File: src/rtl/sm83_pkg.sv
// Shared types and opcode classification for the SM83 fetch front end.
// Provides the fetch FSM states, the decoded queue entry and opcode lookups.
package sm83_pkg;

    // Widest program counter any instance may use; entries carry this
    // width and each instance keeps only its own PC_W low bits.
    localparam int PC_W_MAX = 32;

    typedef enum logic [1:0] {
        S_OP,
        S_CB,
        S_IMM_LO,
        S_IMM_HI
    } fetch_state_t;

    // Number of immediate bytes following an opcode: 0, 1 or 2.
    typedef logic [1:0] imm_len_t;

    typedef struct packed {
        logic [7:0]          opcode;
        logic                is_cb;
        logic [15:0]         imm;
        logic [1:0]          len;
        logic [PC_W_MAX-1:0] pc;
        logic                illegal;
    } dec_entry_t;

    function automatic imm_len_t op_imm_len(input logic [7:0] op);
        imm_len_t n;
        case (op)
            8'h06, 8'h0E, 8'h16, 8'h1E,
            8'h26, 8'h2E, 8'h36, 8'h3E,
            8'h18, 8'h20, 8'h28, 8'h30,
            8'h38,
            8'hC6, 8'hCE, 8'hD6, 8'hDE,
            8'hE6, 8'hEE, 8'hF6, 8'hFE,
            8'hE0, 8'hF0, 8'hE8, 8'hF8,
            8'h10:
                n = 2'd1;
            8'h01, 8'h11, 8'h21, 8'h31,
            8'h08, 8'hC2, 8'hC3, 8'hC4,
            8'hCA, 8'hCC, 8'hCD, 8'hD2,
            8'hD4, 8'hDA, 8'hDC, 8'hEA,
            8'hFA:
                n = 2'd2;
            default:
                n = 2'd0;
        endcase
        return n;
    endfunction

    function automatic logic op_is_illegal(input logic [7:0] op);
        logic ill;
        case (op)
            8'hD3, 8'hDB, 8'hDD, 8'hE3,
            8'hE4, 8'hEB, 8'hEC, 8'hED,
            8'hF4, 8'hFC, 8'hFD:
                ill = 1'b1;
            default:
                ill = 1'b0;
        endcase
        return ill;
    endfunction

endpackage

File: src/rtl/sync_fifo.sv
// Small synchronous FIFO with a synchronous clear and an occupancy count.
// Ports: clk/rst_n, clr, push/din, pop/dout (head), count.
module sync_fifo #(
    parameter type T     = logic [7:0],
    parameter int  DEPTH = 2,
    localparam int CW    = $clog2(DEPTH + 1)
) (
    input  logic          clk,
    input  logic          rst_n,
    input  logic          clr,
    input  logic          push,
    input  T              din,
    input  logic          pop,
    output T              dout,
    output logic [CW-1:0] count
);

    localparam int PW = (DEPTH > 1) ? $clog2(DEPTH) : 1;

    T              mem_q [DEPTH];
    logic [PW-1:0] rptr_q;
    logic [PW-1:0] wptr_q;
    logic [CW-1:0] count_q;

    function automatic logic [PW-1:0] inc(input logic [PW-1:0] p);
        return (p == PW'(DEPTH - 1)) ? '0 : p + PW'(1);
    endfunction

    always_ff @(posedge clk or negedge rst_n) begin
        if (!rst_n) begin
            for (int i = 0; i < DEPTH; i++) begin
                mem_q[i] <= '0;
            end
            rptr_q  <= '0;
            wptr_q  <= '0;
            count_q <= '0;
        end else if (clr) begin
            rptr_q  <= '0;
            wptr_q  <= '0;
            count_q <= '0;
        end else begin
            if (push) begin
                mem_q[wptr_q] <= din;
                wptr_q        <= inc(wptr_q);
            end
            if (pop) begin
                rptr_q <= inc(rptr_q);
            end
            case ({push, pop})
                2'b10:   count_q <= count_q + CW'(1);
                2'b01:   count_q <= count_q - CW'(1);
                default: count_q <= count_q;
            endcase
        end
    end

    assign dout  = mem_q[rptr_q];
    assign count = count_q;

endmodule

File: src/rtl/decode_stream.sv
// SM83 byte-stream front end: splits fetched bytes into instructions.
// Ports: flush/flush_pc redirect, in_* byte handshake, out_* queue head.
module decode_stream
    import sm83_pkg::*;
#(
    parameter int OUT_DEPTH = 2,
    parameter int PC_W      = 16,
    parameter bit ENABLE_CB = 1'b1
) (
    input  logic            clk,
    input  logic            rst_n,
    input  logic            flush,
    input  logic [PC_W-1:0] flush_pc,
    input  logic            in_valid,
    output logic            in_ready,
    input  logic [7:0]      in_byte,
    output logic            out_valid,
    input  logic            out_ready,
    output logic [7:0]      out_opcode,
    output logic            out_is_cb,
    output logic [15:0]     out_imm,
    output logic [1:0]      out_len,
    output logic [PC_W-1:0] out_pc,
    output logic            out_illegal
);

    localparam int CW = $clog2(OUT_DEPTH + 1);

    fetch_state_t    state_q, state_d;
    logic [PC_W-1:0] pc_q, pc_d;
    logic [PC_W-1:0] start_q, start_d;
    logic [7:0]      op_q, op_d;
    logic [7:0]      lo_q, lo_d;
    imm_len_t        need_q, need_d;

    logic            accept;
    logic            pop;
    logic            push;
    logic            op_ill;
    dec_entry_t      push_ent;
    dec_entry_t      head;
    logic [CW-1:0]   count;
    logic            head_unused;

    // Readiness comes only from the registered count, never out_ready.
    assign in_ready  = !flush && (count < CW'(OUT_DEPTH));
    assign accept    = in_valid && in_ready;
    assign out_valid = (count != '0);
    assign pop       = out_valid && out_ready && !flush;

    assign op_ill = op_is_illegal(in_byte)
                  || (in_byte == 8'hCB && !ENABLE_CB);

    always_comb begin
        state_d  = state_q;
        pc_d     = pc_q;
        start_d  = start_q;
        op_d     = op_q;
        lo_d     = lo_q;
        need_d   = need_q;
        push     = 1'b0;
        push_ent = '0;
        if (flush) begin
            state_d = S_OP;
            pc_d    = flush_pc;
        end else if (accept) begin
            pc_d         = pc_q + PC_W'(1);
            push_ent.pc  = PC_W_MAX'(start_q);
            push_ent.len = 2'd1;
            case (state_q)
                S_OP: begin
                    start_d         = pc_q;
                    op_d            = in_byte;
                    need_d          = op_imm_len(in_byte);
                    push_ent.opcode = in_byte;
                    push_ent.pc     = PC_W_MAX'(pc_q);
                    if (in_byte == 8'hCB && ENABLE_CB) begin
                        state_d = S_CB;
                    end else if (op_ill) begin
                        push             = 1'b1;
                        push_ent.illegal = 1'b1;
                    end else if (need_d != 2'd0) begin
                        state_d = S_IMM_LO;
                    end else begin
                        push = 1'b1;
                    end
                end
                S_CB: begin
                    push            = 1'b1;
                    push_ent.opcode = in_byte;
                    push_ent.is_cb  = 1'b1;
                    push_ent.len    = 2'd2;
                    state_d         = S_OP;
                end
                S_IMM_LO: begin
                    lo_d = in_byte;
                    if (need_q == 2'd1) begin
                        push            = 1'b1;
                        push_ent.opcode = op_q;
                        push_ent.imm    = {8'h00, in_byte};
                        push_ent.len    = 2'd2;
                        state_d         = S_OP;
                    end else begin
                        state_d = S_IMM_HI;
                    end
                end
                S_IMM_HI: begin
                    push            = 1'b1;
                    push_ent.opcode = op_q;
                    push_ent.imm    = {in_byte, lo_q};
                    push_ent.len    = 2'd3;
                    state_d         = S_OP;
                end
                default: begin
                    state_d = S_OP;
                end
            endcase
        end
    end

    always_ff @(posedge clk or negedge rst_n) begin
        if (!rst_n) begin
            state_q <= S_OP;
            pc_q    <= '0;
            start_q <= '0;
            op_q    <= '0;
            lo_q    <= '0;
            need_q  <= '0;
        end else begin
            state_q <= state_d;
            pc_q    <= pc_d;
            start_q <= start_d;
            op_q    <= op_d;
            lo_q    <= lo_d;
            need_q  <= need_d;
        end
    end

    sync_fifo #(
        .T     (dec_entry_t),
        .DEPTH (OUT_DEPTH)
    ) u_fifo (
        .clk   (clk),
        .rst_n (rst_n),
        .clr   (flush),
        .push  (push),
        .din   (push_ent),
        .pop   (pop),
        .dout  (head),
        .count (count)
    );

    assign out_opcode  = head.opcode;
    assign out_is_cb   = head.is_cb;
    assign out_imm     = head.imm;
    assign out_len     = head.len;
    assign out_pc      = head.pc[PC_W-1:0];
    assign out_illegal = head.illegal;

    // Upper entry PC bits beyond PC_W are always zero.
    assign head_unused = ^head.pc;

endmodule

File: config.mk
export PLATFORM = sky130hd
export DESIGN_NAME = decode_stream
export DESIGN_NICKNAME = d
export VERILOG_FILES = /design/src/rtl/sm83_pkg.sv /design/src/rtl/sync_fifo.sv /design/src/rtl/decode_stream.sv
export SDC_FILE = /design/constraint.sdc
export NUM_CORES = 1
export LEC_CHECK = 0
export BUFFER_PORTS_ARGS = -buffer_cell sky130_fd_sc_hd__buf_2
export CAP_MARGIN = 20
export CORE_MARGIN = 4
export CORE_UTILIZATION = 50
export CTS_CLUSTER_DIAMETER = 150
export CTS_CLUSTER_SIZE = 20
export DETAILED_ROUTE_END_ITERATION = 12
export PLACE_DENSITY = 0.8
export REMOVE_ABC_BUFFERS = 1
export SLEW_MARGIN = 20
export SYNTH_ARGS = -nofsm -noshare
export SYNTH_HDL_FRONTEND = slang
export SYNTH_HIERARCHICAL = 1
export SYNTH_SLANG_ARGS = --single-unit
File: constraint.sdc
create_clock -name clk -period 2.8 [get_ports clk]
set_clock_uncertainty 0.05 [all_clocks]
set_input_delay 0.28 -clock clk [delete_from_list [all_inputs] [get_ports clk]]
set_output_delay 0.28 -clock clk [all_outputs]
set_load 0.01 [all_outputs]
=== Word level (Yosys, flattened, before mapping) ===
Cells that the tools add are included.

* Output and inout port bits: 46
* Bits of input ports: 29
* Logic and storage cells: 164
* Register bits after elaboration: 176

* Reductions and logical operators: 22
* Add/sub/neg operators: 5
* Bitwise operators: 3
* Multiplexer cells: 46
* Equality and inequality tests: 63
* Order comparisons: 4

{| class="wikitable"
|+ Operators with widths
! operator !! count
|-
| $mux 60 || 6
|-
| $eq 8x8->1 const B || 36
|-
| $bwmux 120 || 1
|-
| $eq 8x6->1 const B || 10
|-
| $demux 60 s1 || 1
|-
| $eq 8x5->1 const B || 5
|-
| $mux 16 || 2
|-
| $pmux 16 s2 || 1
|-
| $reduce_or 26->1 || 1
|-
| $pmux 8 s3 || 1
|-
| $mux 2 || 10
|-
| $mux 17 || 1
|-
| $reduce_or 17->1 || 1
|-
| $add 16x1->16 const B || 1
|-
| $eq 8x4->1 const B || 2
|-
| $mux 1 || 16
|-
| $pmux 2 s3 || 2
|-
| $reduce_or 11->1 || 1
|-
| $mux 10 || 1
|-
| $reduce_bool 2->1 || 5
|-
| $reduce_and 3->1 || 3
|-
| $eq 8x1->1 const B || 1
|-
| $eq 8x3->1 const B || 1
|-
| $mux 8 || 1
|-
| 19 further kinds || 33
|}

=== Depth between registers and ports, before layout ===
Gate-level depths: netlist (run 1).

* Depth in word-level cells: 16
* Depth in mapped cells: 9
* Depth with buffers taken out: 7

=== By module ===
Netlist (run 1), hierarchy kept.

{| class="wikitable"
|+ By module, submodules not included
! module !! area an instance (µm²) !! sequential area each (µm²) !! instances !! cells an instance
|-
| sync_fifo || 5416.4 || 3103.0 || 1 || 338
|-
| decode_stream || 3154.3 || 1301.2 || 1 || 342
|}

=== Worst setup path before layout (run 1) ===
Ideal clock, no wire load.

* Path type: register to register
* Start point: register u_fifo.count_q[1] (netlist: u_fifo/count[1])
* End point: register u_fifo/mem_q[66] in the netlist's numbering
* Stages on the path, launching flop included: 9
* Required time: 2.625 ns
* Library setup time: 0.125 ns
* Setup slack: 0.381 ns
* Data arrival time: 2.244 ns
* Buffers on the path: 2
* Clock period less this slack: 2.419 ns
* Cells stage by stage: dfrtp_1 nor3b_2 o21ai_1 nor3_1 a21o_1 buf_4 nor3b_4 buf_6 mux2_2

* Cells in the longest elaborated chain, start to end: 6
* Elaborated cells on any way between the ends: 9
* Classes of those cells: order compare: 1; mux: 5; reduce/logical: 3

{| class="wikitable"
|+ Ends and longest elaborated chain
! element !! line !! source
|-
| start: declaration || sync_fifo.sv:23 || <nowiki>logic [CW-1:0] count_q;</nowiki>
|-
| start signal: assignment || sync_fifo.sv:50 || <nowiki>2'b10: count_q <= count_q + CW'(1);</nowiki>
|-
| start signal: assignment || sync_fifo.sv:51 || <nowiki>2'b01: count_q <= count_q - CW'(1);</nowiki>
|-
| start signal: assignment || sync_fifo.sv:52 || <nowiki>default: count_q <= count_q;</nowiki>
|-
| $lt 2x2->1 || decode_stream.sv:46 || <nowiki>assign in_ready = !flush && (count < CW'(OUT_DEPTH));</nowiki>
|-
| $logic_and 1x1->1 || decode_stream.sv:46 ||
|-
| $logic_and 1x1->1 || decode_stream.sv:47 || <nowiki>assign accept = in_valid && in_ready;</nowiki>
|-
| $mux 1 || decode_stream.sv:66 || <nowiki>end else if (accept) begin</nowiki>
|-
| $mux 1 || decode_stream.sv:63 || <nowiki>if (flush) begin</nowiki>
|-
| net push || decode_stream.sv:38 || <nowiki>logic push;</nowiki>
|-
| $reduce_and 2->1 (no source line) || - ||
|-
| end signal: indexed assignment || sync_fifo.sv:43 || <nowiki>mem_q[wptr_q] <= din;</nowiki>
|-
| end: declaration || sync_fifo.sv:20 || <nowiki>T mem_q [DEPTH];</nowiki>
|}

The timed path passes the listed nets, and every way through them passes these cells.
A chain may end at the register's enable or synchronous reset.

=== Final worst setup path (run 1) ===
* Start point: register u_fifo.count_q[1] (netlist: u_fifo/count[1])
* End point: register u_fifo/mem_q[63] in the netlist's numbering

The elaborated chain is that of the path after synthesis.

==> results of run 1 <==
[critical path: stages, from the launching register on]
cell and delay, ns:
dfrtp_1 0.45, nor2_1 0.24, nand2_1 0.12, nor2_1 0.25, a21o_1 0.18, nor3b_4 0.27
buf_4 0.31, mux2_2 0.37
[how the worst max path moves through the flow]
stage                     cells after the start                end
after floorplan                               6  u_fifo/mem_q[100]
after global placement                        8   u_fifo/mem_q[41]
after detailed placement                      8   u_fifo/mem_q[39]
after CTS                                     7   u_fifo/mem_q[63]
after global routing                          7   u_fifo/mem_q[95]
final                                         7   u_fifo/mem_q[63]
[per-layer routing]
layer	routed length [um]	vias up
met1	6890	2492
met3	669	23
met2	8190	91
met5	0	-
met4	282	0
li1	-	2255
[registers in the layout, indices dropped and copies added, names as in the netlist]
name	count
u_fifo/mem_q	88
op_q	8
state_q	2
need_q	2
lo_q	8
u_fifo/rptr_q	1
start_q	16
pc_q	16
u_fifo/wptr_q	1
u_fifo/count	2
[report_power, final]
group | switching (mW) | leakage, nW | internal, mW
Combinational | 0.470 | 1.82 | 0.486
Clock | 0.818 | 0.252 | 1.21
Sequential | 0.200 | 1.90 | 2.39
Total | 1.49 | 3.98 | 4.08
[timing repair]
action                     CTS  global route
hold endpoints to repair    81             0
setup endpoints to repair    0             0
hold buffers                 1             0
[layout make-up]
cell class	count	area [um2]
Clock inverter	8	70.1
Inverter	2	7.51
Fill cell	1109	5800
Sequential cell	144	3600
Clock buffer	19	443
Timing Repair Buffer	95	587
Multi-Input combinational cell	406	3300
Tap cell	180	225
[cell usage in the layout, fill, tap and decap left out, types with 11 or more instances in the layout]
master / n
and3_1: 11
o21ai_0: 12
mux2_1: 13
nand2_1: 65
nor2_1: 20
buf_4: 16
clkbuf_16: 17
mux2_2: 151
a21oi_1: 28
buf_2: 73
dfrtp_1: 143
[metrics by stage]
| step | cells | power (mW) | setup TNS [ns] | worst slack (ns) | util |
|---|---|---|---|---|---|
| 6_report | 854 | 5.57 | 0 | 0.428 | 0.587 |
| 5_1_grt | 854 | 5.82 | 0 | 0.292 | 0.587 |
| 4_1_cts | 854 | 5.60 | 0 | 0.448 | 0.587 |
| 3_5_place_dp | 826 | 3.57 | 0 | 0.296 | 0.549 |
| 3_3_place_gp | 826 | 3.51 | 0 | 0.375 | 0.549 |
| 2_1_floorplan | 552 | 3.18 | -25.76 | -0.548 | - |
==> metrics.txt, run 1 <==
Worst Hold Class in2reg; CP Max Fanout 17; Reg-to-Reg End u_fifo/mem_q[63]; hold_sp flush_pc[14]; synth warn 6; starting density of the core 0.515; io pins 75; met1 Use GR 0.258; Cell Area, Placed 7710 um2; largest net degree at the start of global routing 84; CTS tree built; Hold EP pc_q[14]; fmax 0.422 GHz; Slew Viols, Final 0; Core ar. 14000 um2; Die Width 128 um; pwr dens 676 nW/um2; post-route cell area 8240 um2; antenna viol nets, final 0; Crit. End Element flip-flop; antenna cell count 0; RSZ-0062 raised after global routing false; clock latency on the worst-skew pair 0.42 ns; post_cts resized 0; Leakage Power 3.98 nW; total wire length 16000 um; met3 GRT Util 0.0438; status complete, no violations; CTS Buffer Depth 2; type of origin of the critical path flip-flop; Post-Synthesis Cell Area 7230 um2; Worst IR Drop VDD 456 uV; # rows 43; Root Driver clkbuf_16; H-tree levels 4; wire length of the first global-routing pass 26800 um; Slew HR 0.467; global route overflow 0; hold path cells 3; # clock sinks 144; CTS Buf Count 17; Routed WL per cell 18.8 um; Die Ht 128 um; via count 4861; Setup Buffers After CTS 0; DR pass1 iterations 4; worst path required time 3.05 ns; ratio of cells with drive above 1 in the final layout 0.421; RR Startpoint u_fifo/count[1]; Post-Syn Instances 599; Tcrit/Tclk final 0.847; critical path startpoint u_fifo/count[1]; initial antenna violation count 0; nets 696; area grow syn2layout 14.0%; GRT busiest layer met2; final hold violation count 0; Avg Inst Size Synth 12.1 um2; Least-Margin Pin Slew 0.799 ns; Remaining DRCs 0; Setup-failing EPs final 0; CTS clk-pin slew, worst paths 0.05 ns; DP HPWL 10800 um; Via density 5.69; Total Routing Usage GR 0.206; setup slack, reg-to-reg 0.43 ns; total of max-cap violations 0; Register-to-Register Path Depth 7; worst hold slack 0.0224 ns; vias in the first global route 5236; GPL Wtd Cong 0.837; Port Buffers 74; full die area 16400 um2; min Tclk post-route 2.37 ns; met2 usage 0.346; first-iteration detailed-routing DRC count 420; Crit Path Class reg2reg; CP Data Arrival Time 2.62 ns
Note: power is estimated with default switching activity, not from simulation.
==> run 2: changes to the inputs <==
--- a/config.mk
+++ b/config.mk
@@ -5,6 +5,7 @@
 export SDC_FILE = /design/constraint.sdc
 export NUM_CORES = 1
 export LEC_CHECK = 0
+export ABC_AREA = 1
 export BUFFER_PORTS_ARGS = -buffer_cell sky130_fd_sc_hd__buf_2
 export CAP_MARGIN = 20
 export CORE_MARGIN = 4
==> constraint.sdc (replaced) <==
create_clock -name clk -period 2.4 [get_ports clk]
set_clock_uncertainty 0.05 [all_clocks]
set_input_delay 0.24 -clock clk [delete_from_list [all_inputs] [get_ports clk]]
set_output_delay 0.24 -clock clk [all_outputs]
set_load 0.01 [all_outputs]
==> run 2 against run 1 <==
Effect of this change: sequential power rose by 31%; non-clock buffer count decreased by 6; clock power up 37%; hold slack got worse by 0.015 ns; synthesized cell count grew 37%; core utilization fell by 0.34 points; combinational power is 110% higher; worst setup slack lost 0.0094 ns; critical path type unchanged; critical endpoint is now u_fifo/mem_q[44]; largest power group unchanged.
==> metrics.txt, run 2 <==
DP HPWL 10400 um (-3.0%); Port Buffers 74 (unchanged); Routed WL per cell 14.6 um (-22%); Post-Synthesis Cell Area 7370 um2 (+1.9%); total wire length 15800 um (-1.6%); Crit Path Class reg2reg; Register-to-Register Path Depth 8 (+1); DR pass1 iterations 5 (+1); # rows 44 (+2.3%); worst hold slack 0.00739 ns (-0.0150 ns); Post-Syn Instances 819 (+37%); setup TNS 0 ns (unchanged); ratio of cells with drive above 1 in the final layout 0.266 (-0.155); synth warn 6 (unchanged); Leakage Power 3.98 nW (about the same); Avg Inst Size Synth 8.99 um2 (-25%); status complete, no violations; wire length of the first global-routing pass 26400 um (-1.4%); post-route cell area 8440 um2 (+2.5%); pre-CTS setup slack 0.310 ns (+0.0141 ns); CP Data Arrival Time 2.25 ns (-0.37 ns); Remaining DRCs 0 (unchanged); type of origin of the critical path flip-flop; Post-Layout Cell Count 1078 (+26%); Crit. End Element flip-flop; starting density of the core 0.509 (-0.00584); CTS clk-pin slew, worst paths 0.06 ns (about the same); critical path startpoint need_q[1]; Cell Area, Placed 7800 um2 (+1.2%); final hold violation count 0 (unchanged); # clock sinks 144 (unchanged); global route overflow 0 (unchanged); Finished Core Util 0.583 (-0.00343); CTS Hold Bufs 1 (unchanged); Setup Buffers After CTS 0 (unchanged); vias in the first global route 5479 (+4.6%); crit-path cells o21ai_0 -> nand2_4 -> a21oi_1 -> buf_4 -> nand3_4 -> buf_12 -> nand2_1 -> o21ai_2; total power 8.20 mW (+47%); io pins 75 (unchanged); placed insts 1045 (+27%); antenna cell count 0 (unchanged); area grow syn2layout 14.6%; antenna viol nets, final 0 (unchanged); CTS Buffer Depth 2 (unchanged); CTS Buf Count 17 (unchanged); Core ar. 14500 um2 (+3.1%); largest net degree at the start of global routing 65 (-23%); multi-input logic area 3040 um2 (-7.8%); via count 5717 (+18%); post_cts resized 0 (unchanged); Via density 5.30 (-6.8%); Setup-failing EPs final 0 (unchanged); Total Routing Usage GR 0.198 (-0.00773); hold path cells 3 (unchanged); Least-Margin Pin Slew 0.425 ns (-0.374 ns); Worst path slowest cell dfrtp_1; nets 911 (+31%); first-iteration detailed-routing DRC count 493 (+17%); CP Max Fanout 46 (+29); Tcrit/Tclk final 0.826 (-0.0215); Die Width 129 um (+0.90%); Slew Viols, Final 0 (unchanged); worst path required time 2.67 ns (-0.38 ns); GPL Wtd Cong 0.915 (+9.3%); fmax 0.505 GHz (+20%); RR Startpoint need_q[1]; Root Driver clkbuf_16; max reg flops 88 (unchanged); initial antenna violation count 0 (unchanged); CTS tree built; Biggest register u_fifo/mem_q; full die area 16700 um2 (+1.8%); most common cell after layout, fill and taps aside nand2_1; pwr dens 971 nW/um2 (+44%); min Tclk post-route 1.98 ns (-0.391 ns); total of max-cap violations 0 (unchanged); Worst Hold Class in2reg; fillers 1206 (+8.7%); most frequent cells in the layout nand2_1 (183), dfrtp_1 (143), inv_1 (86); H-tree levels 4 (unchanged); RSZ-0062 raised after global routing false; Die Ht 129 um (+0.90%); Worst IR Drop VDD 566 uV (+24%); slowest stage delay, CP 0.39 ns (-0.06 ns); Reg area 3600 um2 (unchanged); Largest regs u_fifo/mem_q x88, pc_q x16, start_q x16; clock latency on the worst-skew pair 0.43 ns (about the same); hold_sp flush_pc[11]; Slew HR 0.714 (+0.247); final setup margin 0.418 ns (-0.00942 ns)
## run 2: worst paths after layout
check                      slack (ns)               end
setup / recovery                 0.42  u_fifo/mem_q[44]
hold / removal                  0.007          pc_q[11]
setup reg to reg                 0.42  u_fifo/mem_q[44]
hold reg to reg                  0.42  u_fifo/mem_q[58]
max in group asynchronous        1.42  u_fifo/mem_q[76]
min in group asynchronous        0.22  u_fifo/mem_q[99]
## run 2: worst max-delay path: cells and delay by family (launching register included)
| kind | cells | cell delay, ns |
|---|---|---|
| DFF | 1 | 0.39 |
| buffers and inverters | 2 | 0.39 |
| and+or+nand+nor | 3 | 0.42 |
| AOI/OAI and AO/OA | 3 | 0.59 |
## run 2: final cells by class
class | instances | share of cell area
sequential | 144 | 0.427
multi-input combinational | 530 | 0.360
clock inverter | 13 | 0.0221
clock buffer | 19 | 0.0525
timing repair buffer | 89 | 0.0671
inverter | 99 | 0.0440
tap | 184 | 0.0273
## run 2: per-layer routing
layer / vias to the layer above / global-route usage / share of wire
met4: 0 / 0.0692 / 0.019
met3: 29 / 0.0453 / 0.044
met2: 144 / 0.320 / 0.48
met5: - / 0 / 0
li1: 2823 / - / -
met1: 2721 / 0.264 / 0.46
## run 2: power by group
part | internal, mW | total (mW) | switching, mW
clock network | 1.77 | 2.79 | 1.02
logic | 0.804 | 2.03 | 1.23
registers | 3.03 | 3.38 | 0.346
==> run 3: changes to the inputs <==
==> constraint.sdc (replaced) <==
create_clock -name clk -period 1.84 [get_ports clk]
set_clock_uncertainty 0.05 [all_clocks]
set_input_delay 0.184 -clock clk [delete_from_list [all_inputs] [get_ports clk]]
set_output_delay 0.184 -clock clk [all_outputs]
set_load 0.01 [all_outputs]
==> run 3 against run 2 <==
Effect of this change: via count is 14% higher; global-route usage is 2.5 points higher; critical path depth is 4 lower; cell count is 6.5% higher; the run now ends with negative setup slack left.
==> metrics.txt, run 3 (synthesis results as in run 2) <==
status finished, violations left; violations in the final reports negative setup slack; Die Width 129 um (unchanged); post-route cell area 9350 um2 (+11%); # clock sinks 144 (unchanged); Worst path slowest cell dfrtp_2; Crit Path Class reg2out; Via density 5.66 (+6.7%); most common cell after layout, fill and taps aside nand2_1; met2 usage 0.368 (+0.0479); CTS Buf Count 17 (unchanged); min Tclk post-route 1.85 ns; most frequent cells in the layout nand2_1 (181), dfrtp_1 (143), inv_1 (86); Port Buffers 74 (unchanged); clock latency on the worst-skew pair 0.42 ns (about the same); type of origin of the critical path flip-flop; worst path required time 1.61 ns (-1.06 ns); Total Routing Usage GR 0.223 (+0.0253); CTS clk-pin slew, worst paths 0.06 ns (about the same); Slew Viols, Final 0 (unchanged); Remaining DRCs 0 (unchanged); Root Driver clkbuf_16; Post-Layout Cell Count 1148 (+6.5%); pwr dens 1260 nW/um2 (+30%); met1 Use GR 0.290 (+0.0265); CTS Buffer Depth 2 (unchanged); met3 GRT Util 0.0466 (+0.00124); Cell Area, Placed 8150 um2 (+4.4%); GRT busiest layer met2; area grow syn2layout 26.9%; max reg flops 88 (unchanged); sequential power share 0.377 (-0.035); nets 982 (+7.8%); # rows 44 (unchanged); RSZ-0062 raised after global routing true; total power 11.8 mW (+44%); Core ar. 14500 um2 (unchanged); DR pass1 iterations 5 (unchanged); Least-Margin Pin Slew 0.478 ns (+0.0531 ns); DP HPWL 11300 um (+8.6%); wire length of the first global-routing pass 29700 um (+13%); CTS tree built; Clock power frac 0.343 (+0.003); GPL Wtd Cong 0.913 (-0.29%); Int Pwr 8.09 mW (+44%); worst hold slack 0.0106 ns (+0.00320 ns); total wire length 20800 um (+32%); Worst Hold Class in2reg; Leakage Power 4.46 nW (+12%); Setup-failing EPs final 14 (+14); Tcrit/Tclk final 1.01; CP Max Fanout 6 (-87%); global route overflow 0 (unchanged); Sw Share 0.315 (-0.00140); multi-input logic area 3070 um2 (+1.0%); antenna cell count 0 (unchanged); Largest regs u_fifo/mem_q x88, pc_q x16, start_q x16; full die area 16700 um2 (unchanged); io pins 75 (unchanged); fillers 1039 (-14%); Worst path top cell family by delay buffers and inverters; Crit. End Element primary output; net switching power 3.72 mW (+44%); Biggest register u_fifo/mem_q; Worst IR Drop VDD 702 uV (+24%); largest net degree at the start of global routing 49 (-25%); initial antenna violation count 0 (unchanged); Die Ht 129 um (unchanged); via count 6499 (+14%); CP Data Arrival Time 1.62 ns (-0.63 ns); Worst Path Buf+Inv 3 (+1); vias in the first global route 6194 (+13%); combinational power share 0.280 (+0.032); final hold violation count 0 (unchanged); cell mode on critical path buf_6; fmax 0.539 GHz; final setup margin -0.0143 ns (-0.433 ns); antenna viol nets, final 0 (unchanged); first-iteration detailed-routing DRC count 720 (+46%); Routed WL per cell 18.2 um (+24%); Slew HR 0.681 (-0.0324); ratio of cells with drive above 1 in the final layout 0.307 (+0.0408); slowest stage delay, CP 0.38 ns (about the same); crit-path cells buf_6 -> clkbuf_16 -> mux2_2 -> buf_6; Reg area 3600 um2 (unchanged); starting density of the core 0.509 (unchanged); placed insts 1081 (+3.4%); total of max-cap violations 0 (unchanged); H-tree levels 4 (unchanged)
-- run 3: cell count changes in the layout (fill, tap and decap cells not counted), moves of 3 or more --
cell | before | now
o21ai_1 | 66 | 69
clkinvlp_4 | 4 | 0
buf_12 | 6 | 12
o21ai_0 | 56 | 53
buf_6 | 1 | 8
bufinv_16 | 4 | 7
dlygate4sd3_1 | 1 | 15
clkbuf_16 | 17 | 24
buf_4 | 8 | 44
-- run 3: area by class of cell --
class	count	area share
repair buffers	159	0.147
inverters	99	0.0398
well taps	184	0.0246
clock buffers	22	0.0497
flip-flops and latches	144	0.386
multi-input cells	531	0.329
clock inverters	9	0.0244
-- run 3: through the flow --
| step | util | worst slack [ns] | setup TNS (ns) |
|---|---|---|---|
| global placement | 0.563 | -0.00632 | -0.00632 |
| global route | 0.645 | -0.0656 | -2.66 |
| finish | 0.645 | -0.0143 | -0.0869 |
| CTS | 0.623 | -0.0289 | -0.209 |
| floorplan | - | -1.32 | -109.25 |
| detailed placement | 0.563 | -0.0675 | -0.979 |
-- run 3: routing by layer --
layer  vias to the layer above  share of wire
li1                       2965              -
met1                      3135           0.39
met2                       322           0.50
met3                        77          0.075
met4                         0          0.040
met5                         -              0
-- run 3: what timing repair did --
item / 4_1_cts / 5_1_grt
buffers inserted: 0 / 10
hold buffers: 15 / 0
pin swaps: 0 / 1
gates cloned: 1 / 10
endpoints found under the setup margin: 34 / 75
gates resized for setup: 1 / 13
hold endpoints to repair: 59 / 0
-- run 3: path summary, 6_finish.rpt --
check	depth (start not counted)	slack, ns	to	startpoint
hold reg to reg	2	0.43	u_fifo/mem_q[53]	u_fifo/mem_q[53]
setup / recovery	4	-0.01	out_pc[0]	u_fifo/rptr_q
setup reg to reg	11	0	u_fifo/mem_q[98]	state_q[1]
hold / removal	3	0.01	pc_q[5]	flush_pc[5]
max in group asynchronous	3	0.94	u_fifo/mem_q[75]	rst_n
min in group asynchronous	2	0.23	u_fifo/mem_q[36]	rst_n
-- run 3: power groups by stage --
stage | clock network [mW] | logic [mW] | registers (mW)
final | 4.06 | 3.31 | 4.46
after floorplan | 0 | 1.80 | 4.35
after detailed placement | 0 | 2.83 | 4.45
after global routing | 4.23 | 3.63 | 4.52
after CTS | 4.07 | 2.95 | 4.42
after global placement | 0 | 2.74 | 4.41
-- run 3: tightest hold or removal path: cells and delay by family --
kind,cells,cell delay (ns)
AOI/OAI and AO/OA,2,0.15
buffers and inverters,1,0.09
